[config.mk]
export PLATFORM = sky130hd
export DESIGN_NAME = lcd_line_arbiter
export DESIGN_NICKNAME = d
export VERILOG_FILES = /design/src/rtl/lcd_line_arbiter.sv
export SDC_FILE = /design/constraint.sdc
export NUM_CORES = 1
export LEC_CHECK = 0
export ABC_AREA = 1
export ABC_CLOCK_PERIOD_IN_PS = 11600
export CAP_MARGIN = 20
export CORE_ASPECT_RATIO = 1.75
export CORE_MARGIN = 3
export CORE_UTILIZATION = 30
export CTS_CLUSTER_SIZE = 30
export DETAILED_ROUTE_END_ITERATION = 8
export PLACE_DENSITY = 0.59
export SKIP_CTS_REPAIR_TIMING = 1
export SLEW_MARGIN = 20
export SYNTH_ARGS = -nofsm -noshare
export SYNTH_HDL_FRONTEND = slang
export SYNTH_SLANG_ARGS = --single-unit
[constraint.sdc]
create_clock -name clk -period 11.6 [get_ports clk]
set_input_delay 2.32 -clock clk [delete_from_list [all_inputs] [get_ports clk]]
set_output_delay 2.32 -clock clk [all_outputs]
set_load 0.01 [all_outputs]
[src/rtl/lcd_line_arbiter.sv]
// Character-LCD write sequencer: power-up wait, controller init, then round-robin
// whole-line writes from two producers, each byte sent as SETUP / EN-high / wait.
module lcd_line_arbiter #(
  parameter int EN_HIGH_CYC    = 12,
  parameter int CMD_WAIT_CYC   = 2000,
  parameter int CLR_WAIT_CYC   = 82000,
  parameter int PWRUP_WAIT_CYC = 750000
) (
  input  logic         clk,
  input  logic         rst_n,
  input  logic         req0,
  input  logic [127:0] line0,
  input  logic         req1,
  input  logic [127:0] line1,
  output logic         ack0,
  output logic         ack1,
  output logic         done0,
  output logic         done1,
  output logic         ready,
  output logic         busy,
  output logic         lcd_en,
  output logic         lcd_rs,
  output logic         lcd_rw,
  output logic [7:0]   lcd_data
);

  localparam int MAX_A   = (PWRUP_WAIT_CYC > CLR_WAIT_CYC) ? PWRUP_WAIT_CYC : CLR_WAIT_CYC;
  localparam int MAX_B   = (CMD_WAIT_CYC > EN_HIGH_CYC) ? CMD_WAIT_CYC : EN_HIGH_CYC;
  localparam int MAX_CYC = (MAX_A > MAX_B) ? MAX_A : MAX_B;
  localparam int CNT_W   = $clog2(MAX_CYC + 1);

  localparam logic [CNT_W-1:0] PWR_LD = CNT_W'(PWRUP_WAIT_CYC - 1);
  localparam logic [CNT_W-1:0] EN_LD  = CNT_W'(EN_HIGH_CYC - 1);
  localparam logic [CNT_W-1:0] CMD_LD = CNT_W'(CMD_WAIT_CYC - 1);
  localparam logic [CNT_W-1:0] CLR_LD = CNT_W'(CLR_WAIT_CYC - 1);

  typedef enum logic [2:0] {S_PWRUP, S_INIT, S_IDLE, S_ADDR, S_CHAR} state_t;
  typedef enum logic [1:0] {PH_SETUP, PH_EN, PH_WAIT} phase_t;

  state_t           state_q, state_d;
  phase_t           phase_q, phase_d;
  logic [CNT_W-1:0] cnt_q, cnt_d;
  logic [3:0]       idx_q, idx_d;
  logic             rs_q, rs_d;
  logic [7:0]       data_q, data_d;
  logic             sel_q, sel_d;
  logic             last_q, last_d;
  logic             ready_q, ready_d;
  logic             ack0_q, ack0_d, ack1_q, ack1_d;
  logic             done0_q, done0_d, done1_q, done1_d;
  logic [127:0]     line_q, line_d;
  logic             grant0, grant1;

  function automatic logic [7:0] init_cmd(input logic [1:0] i);
    case (i)
      2'd0:    init_cmd = 8'h38;
      2'd1:    init_cmd = 8'h0C;
      2'd2:    init_cmd = 8'h06;
      default: init_cmd = 8'h01;
    endcase
  endfunction

  // On a tie the side not served last wins; last_q resets to 1 so line 0 wins first.
  assign grant0 = req0 && (!req1 || last_q);
  assign grant1 = req1 && !grant0;

  always_ff @(posedge clk or negedge rst_n) begin
    if (!rst_n) begin
      state_q <= S_PWRUP;
      phase_q <= PH_SETUP;
      cnt_q   <= PWR_LD;
      idx_q   <= '0;
      rs_q    <= 1'b0;
      data_q  <= 8'h00;
      sel_q   <= 1'b0;
      last_q  <= 1'b1;
      ready_q <= 1'b0;
      ack0_q  <= 1'b0;
      ack1_q  <= 1'b0;
      done0_q <= 1'b0;
      done1_q <= 1'b0;
    end else begin
      state_q <= state_d;
      phase_q <= phase_d;
      cnt_q   <= cnt_d;
      idx_q   <= idx_d;
      rs_q    <= rs_d;
      data_q  <= data_d;
      sel_q   <= sel_d;
      last_q  <= last_d;
      ready_q <= ready_d;
      ack0_q  <= ack0_d;
      ack1_q  <= ack1_d;
      done0_q <= done0_d;
      done1_q <= done1_d;
    end
  end

  // Line buffer is pure data: shifted left one character per byte sent.
  always_ff @(posedge clk) begin
    line_q <= line_d;
  end

  always_comb begin
    state_d = state_q;
    phase_d = phase_q;
    cnt_d   = cnt_q;
    idx_d   = idx_q;
    rs_d    = rs_q;
    data_d  = data_q;
    sel_d   = sel_q;
    last_d  = last_q;
    ready_d = ready_q;
    line_d  = line_q;
    ack0_d  = 1'b0;
    ack1_d  = 1'b0;
    done0_d = 1'b0;
    done1_d = 1'b0;
    case (state_q)
      S_PWRUP: begin
        if (cnt_q == '0) begin
          state_d = S_INIT;
          phase_d = PH_SETUP;
          idx_d   = '0;
          rs_d    = 1'b0;
          data_d  = init_cmd(2'd0);
        end else begin
          cnt_d = cnt_q - 1'b1;
        end
      end
      S_IDLE: begin
        if (grant0 || grant1) begin
          state_d = S_ADDR;
          phase_d = PH_SETUP;
          rs_d    = 1'b0;
          sel_d   = grant1;
          last_d  = grant1;
          data_d  = grant1 ? 8'hC0 : 8'h80;
          line_d  = grant1 ? line1 : line0;
          ack0_d  = grant0;
          ack1_d  = grant1;
        end
      end
      default: begin
        case (phase_q)
          PH_SETUP: begin
            phase_d = PH_EN;
            cnt_d   = EN_LD;
          end
          PH_EN: begin
            if (cnt_q == '0) begin
              phase_d = PH_WAIT;
              cnt_d   = (state_q == S_INIT && idx_q == 4'd3) ? CLR_LD : CMD_LD;
            end else begin
              cnt_d = cnt_q - 1'b1;
            end
          end
          default: begin
            if (cnt_q != '0) begin
              cnt_d = cnt_q - 1'b1;
            end else begin
              // End of a byte slot: pick the next byte or leave the phase.
              phase_d = PH_SETUP;
              if (state_q == S_INIT) begin
                if (idx_q == 4'd3) begin
                  state_d = S_IDLE;
                  ready_d = 1'b1;
                end else begin
                  idx_d  = idx_q + 4'd1;
                  data_d = init_cmd(idx_q[1:0] + 2'd1);
                end
              end else if (state_q == S_ADDR) begin
                state_d = S_CHAR;
                idx_d   = '0;
                rs_d    = 1'b1;
                data_d  = line_q[127:120];
                line_d  = {line_q[119:0], 8'h00};
              end else if (idx_q == 4'd15) begin
                state_d = S_IDLE;
                done0_d = !sel_q;
                done1_d = sel_q;
              end else begin
                idx_d  = idx_q + 4'd1;
                data_d = line_q[127:120];
                line_d = {line_q[119:0], 8'h00};
              end
            end
          end
        endcase
      end
    endcase
  end

  always_comb begin
    lcd_en = 1'b0;
    if (phase_q == PH_EN && (state_q == S_INIT || state_q == S_ADDR || state_q == S_CHAR))
      lcd_en = 1'b1;
    busy = (state_q != S_IDLE);
  end

  assign lcd_rs   = rs_q;
  assign lcd_rw   = 1'b0;
  assign lcd_data = data_q;
  assign ready    = ready_q;
  assign ack0     = ack0_q;
  assign ack1     = ack1_q;
  assign done0    = done0_q;
  assign done1    = done1_q;

endmodule

## Word-level counts from Yosys, hierarchy flattened

Index checks and enable logic that the tools add are counted.

| word-level totals | value |
|---|---|
| register bits after elaboration | 173 |
| latch bits | 0 |
| RAM bits | 0 |
| memory bits (read-only) | 0 |
| input port bits | 260 |
| output and inout port bits | 17 |
| word-level logic and storage cells | 153 |
| memories | 0 |

| cells by class | value |
|---|---|
| $add $sub $neg | 3 |
| multiply operators | 0 |
| divide/modulo/power cells | 0 |
| order comparisons | 0 |
| equal/unequal tests | 29 |
| shifts and indexed selects | 0 |
| mux-type cells | 72 |
| bitwise gates (word level) | 5 |
| reduce and logical (&&, ||, !) cells | 30 |

Operators by type and width:

| kind | number |
|---|---|
| 2-to-1 mux 128 bit | 7 |
| case mux 128 bit (2 select lines) | 1 |
| case mux 20 bit (2 select lines) | 2 |
| 2-to-1 mux 8 bit | 8 |
| 2-to-1 mux 20 bit | 3 |
| AND reduction 6 bit | 5 |
| 2-to-1 mux 4 bit | 7 |
| 2-to-1 mux 3 bit | 8 |
| 2-to-1 mux 1 bit | 23 |
| logical NOT 20 bit | 1 |
| nonzero test 20 bit | 1 |
| subtractor 20 x 1 -> 20 bit, second input constant | 1 |
| case mux 6 bit (3 select lines) | 1 |
| 2-to-1 mux 17 bit | 1 |
| case mux 8 bit (2 select lines) | 1 |
| != test 3 x 1 -> 1 bit, second input constant | 4 |
| != test 2 x 1 -> 1 bit, second input constant | 5 |
| != test 5 x 1 -> 1 bit, second input constant | 2 |
| != test 3 x 2 -> 1 bit, second input constant | 3 |
| 2-to-1 mux 2 bit | 4 |
| != test 4 x 2 -> 1 bit, second input constant | 2 |
| case mux 2 bit (2 select lines) | 2 |
| case mux 4 bit (2 select lines) | 1 |
| 2-to-1 mux 7 bit | 1 |
| other kinds (27) | 45 |

## Depth between registers and ports, before layout

| logic depth | value |
|---|---|
| word-level depth | 8 |
| depth in mapped cells | 12 |
| mapped depth without buffers | 12 |

## Worst setup path after synthesis

No wires, ideal clock.

| timing path | value |
|---|---|
| path kind | input port to flip-flop |
| start | in req0 |
| end | reg line_q[0], enable pin |
| library setup time | 0.772 ns |
| arrival time | 10.989 ns |
| required time | 10.828 ns |
| path slack | -0.161 ns |
| stages on the path | 2 |
| path buffers | 0 |
| cells stage by stage | nor3_2 -> nor3_1 |

| on the way | value |
|---|---|
| word-level cells in the longest chain between the ends | 6 |

RTL lines:

| what | line | source |
|---|---|---|
| start, declared | 11 | `input logic req0,` |
| logical AND 1 bit (*) | 64 | `assign grant0 = req0 && (!req1 \|\| last_q);` |
| logical NOT 1 bit | 65 | `assign grant1 = req1 && !grant0;` |
| logical AND 1 bit | 65 |  |
| logical OR 1 bit (*) | 132 | `if (grant0 \|\| grant1) begin` |
| != test 2 bit (no line) (*) | n/a |  |
| AND reduction 6 bit (no line) (*) | n/a |  |
| end signal, assigned | 101 | `line_q <= line_d;` |
| end, declared | 51 | `logic [127:0] line_q, line_d;` |

Mark *: on every way between the ends. The rest lies on a longest branch, timed or not.
A chain may end at the register's enable or synchronous reset.

## Worst setup path after layout

| timing path | value |
|---|---|
| start | in req1 |
| end | reg line_q[125], data pin |

| on the way | value |
|---|---|
| word-level cells in the longest chain between the ends | 8 |

RTL lines:

| what | line | source |
|---|---|---|
| start, declared | 13 | `input logic req1,` |
| logical NOT 1 bit | 64 |  |
| logical OR 1 bit | 64 |  |
| logical AND 1 bit | 64 |  |
| logical NOT 1 bit | 65 |  |
| logical AND 1 bit (*) | 65 |  |
| 2-to-1 mux 128 bit (*) | 139 | `line_d = grant1 ? line1 : line0;` |
| 2-to-1 mux 128 bit (*) | 132 |  |
| case mux 128 bit (2 select lines) (*) | 119 | `case (state_q)` |
| net line_d[125] | 51 |  |

The timed path passes the listed nets; every way through them passes the cells marked *. The select of a mux whose other input is x is not followed.

==> flow_summary.toml <==
[synth]
yosys_warnings = 0
synthArstFlopShare_pct = 26.0
syn_inst = 1065
ys_seq_elements = 173
syn_area_um2 = 9210
synth_cell_types = 39
avgSynthCellArea_um2 = 8.65
synth_edf_count = 128
ys.flop_type = "edfxtp_1"
syn_nets = 1330
yosysSeqAreaShare_pct = 54.2

[power_and_ir_drop]
internal_power_mw = 1.09
pwr-share-comb_pct = 9.8
p_leak_nw = 4.74
switching_share_pct = 22.0
ir_worst_vdd_uv = 98.1
power_density_nw_per_um2 = 110
p_seq_share_pct = 47.5
switchingPower_mw = 0.308
p_clk_share_pct = 42.6

[detailed_routing]
dr_total_vias = 8403
routed_via_density = 4.92
wl_per_cell_um = 17.5
drt-pass1-iter-count = 5
final_antenna_net_count = 0
drt_wl_total_mm = 29.9
drc_errors = 0
drt_iter0_drc = 464

[global_routing]
grt_remaining_overflow = 0
track_usage_pct = 17.6
use_met3_pct = 5.45
grt_max_degree = 101
use_met2_pct = 31.9
grt_pass1_wl_mm = 45.3
grt_use_met1_pct = 19.2
grt_pass1_vias = 8261
grt-busiest-layer = "met2"
grt_antenna_before_repair = 2

[place]
dpl.hpwl_mm = 21.3
portBuffers = 275
dp_cells = 1673
dp_slack_ns = 5.80
globalplace.congestion = 0.878

[min_path]
hold_depth = 1
hp-class = "reg2reg"
hold_start = "sel_q"
min_to = "done0"

[clock_network]
cts.clk_slew.worst_paths_ns = 0.07
clk-insertion-delay-late_ns = 0.44
cts.sinks = 173
cts_buffers = 17
cts_root_buf = "clkbuf_16"
cts_tree = "done"
cts_max_level = 4
clockBufferDepth = 2

[layout]
final_layout_size_suffix_gt1_share_pct = 7.21
area_delta_synth_final_pct = 38.3
final_cells = 1707
fillCellCount = 2994
seqCellArea_um2 = 4990
multi_input_area_um2 = 3660
nets = 1570
fin_util_pct = 42.2

[sta]
fmax_ghz = 0.188
rsz0062_at_grt = "no"
period_minus_slack_ns = 5.32
relSlewSlack_pct = 27.3
setup_violations = 0
period_share_pct = 45.9
finalWorstSetupSlack_ns = 6.28
setup_tns_ns = 0
finClkSkew_ns = 0.0106
report.final.slew_viol_count = 0
hold_violations = 0
tightest_slew_ns = 1.09

[critical_path]
r2r_cells = 7
worstPathArrival_ns = 5.60
worstReg2RegStart = "state_q[2]"
path_max_fanout = 100
crit_path_end_kind = "flop"
start_kind = "input port"
crit_type = "in2reg"
r2r_end = "line_q[6]"
critPathRequiredTime_ns = 11.88
rrSetupSlack_ns = 7.95

[floorplan]
fp-row-count = 84
die_w_um = 138
num_io_pins = 277
dieHeight_um = 238
design.die.area_um2 = 32900
start_util_pct = 30.5
core-area_um2 = 30200

[run]
maxCapViolCount = 0

[status]
outcome = "finished, final reports clean"
==> through the flow <==
step | hold slack [ns] | power, mW | instance area [um^2]
after floorplan | 0.410 | 0.707 | 9210
after global placement | 0.420 | 0.815 | 12100
after detailed placement | 0.437 | 0.815 | 12100
after CTS | 0.440 | 1.42 | 12700
after global routing | 0.458 | 1.45 | 12700
final | 0.441 | 1.40 | 12700
==> power by group through the flow <==
stage                     combinational (mW)  clock, mW  sequential, mW
after CTS                              0.139      0.613           0.664
after global placement                 0.138          0           0.677
after detailed placement               0.138          0           0.677
after global routing                   0.147      0.636           0.664
after floorplan                       0.0291          0           0.678
final                                  0.138      0.596           0.664
==> metal layers <==
layer,vias up,routed length (um)
li1,4095,-
met1,3992,11200
met2,277,15700
met3,39,2140
met4,0,856
met5,-,0
==> kinds of logic (layout without fill, tap and decap cells) <==
logic type | count (synthesis) | after routing | share of synthesized area, %
other | 1 | 3 | 0.0407
XOR/XNOR | 11 | 11 | 1.05
AO/OA/AOI/OAI | 305 | 305 | 17.0
flip-flops | 173 | 173 | 54.2
buffers and inverters | 111 | 364 | 6.33
AND/OR/NAND/NOR | 459 | 459 | 20.8
adder cells (fa/ha/maj) | 5 | 5 | 0.679
==> flip-flops by register name, summed over array words and instances, names as in the netlist <==
signal and cells:
cnt_q 20, phase_q 2, done1 1, line_q 128, idx_q 4, ack0 1
lcd_data 8, sel_q 1, last_q 1, ack1 1, state_q 3, done0 1
lcd_rs 1, ready 1
==> how the worst max path moves through the flow <==
| stage | start | end | depth (start not counted) |
|---|---|---|---|
| detailed placement | req1 | line_q[125] | 8 |
| finish | req1 | line_q[125] | 8 |
| global placement | req1 | line_q[125] | 8 |
| CTS | req1 | line_q[125] | 8 |
| floorplan | req0 | line_q[0] | 2 |
| global route | req1 | line_q[125] | 8 |
==> layout make-up <==
type                    instances  area share [%]
flip-flops and latches        173            39.2
multi-input cells             781            28.8
repair buffers                282            22.0
well taps                     387            3.80
clock buffers                  18            3.37
inverters                      50            1.55
clock inverters                14            1.33
diodes                          2          0.0393
==> worst max-delay path, cell delays in order <==
cell and delay (ns):
clkdlybuf4s50_1 0.59, inv_1 0.06, o21ai_1 0.23, nand2_4 0.45, inv_4 0.47, buf_4 0.87, nand2_1 0.25, a21oi_1 0.23
==> cells in the final DEF (no fill, tap or decap), types with 3 or more instances in the layout <==
cell               n
nor2_4             6
dfrtp_1           31
inv_2              9
nand2_4            4
inv_4              4
clkinvlp_4         3
nand4_1            7
xnor2_1            3
nand2_1          199
clkbuf_16         17
a21oi_1          252
nor2_2            10
ha_1               5
o21ai_1           18
nand2_2            3
xor2_1             8
bufinv_16          3
edfxtp_1         128
o21ai_0           26
clkdlybuf4s50_1  274
buf_4              8
dfstp_2           14
inv_1             37
nor3_1             7
nand3_1           16
nor2_1           199
==> Yosys cell counts (2+ instances only) <==
| cell type | count | area, um^2 |
|---|---|---|
| a21oi_1 | 252 | 1260 |
| buf_2 | 24 | 120 |
| buf_4 | 9 | 67.6 |
| buf_6 | 13 | 146 |
| clkbuf_1 | 15 | 56.3 |
| dfrtp_1 | 31 | 776 |
| dfstp_2 | 14 | 368 |
| edfxtp_1 | 128 | 3840 |
| ha_1 | 5 | 62.6 |
| inv_1 | 37 | 139 |
| inv_2 | 11 | 41.3 |
| inv_4 | 2 | 12.5 |
| nand2_1 | 200 | 751 |
| nand2_2 | 4 | 25.0 |
| nand2_4 | 2 | 22.5 |
| nand3_1 | 16 | 80.1 |
| nand4_1 | 7 | 43.8 |
| nor2_1 | 199 | 747 |
| nor2_2 | 10 | 62.6 |
| nor2_4 | 6 | 67.6 |
| nor3_1 | 8 | 40.0 |
| o211ai_1 | 2 | 15.0 |
| o21ai_0 | 26 | 130 |
| o21ai_1 | 18 | 90.1 |
| o21bai_1 | 2 | 15.0 |
| o22ai_1 | 2 | 12.5 |
| xnor2_1 | 3 | 26.3 |
| xor2_1 | 8 | 70.1 |
Power figures use the tool's default switching activity.
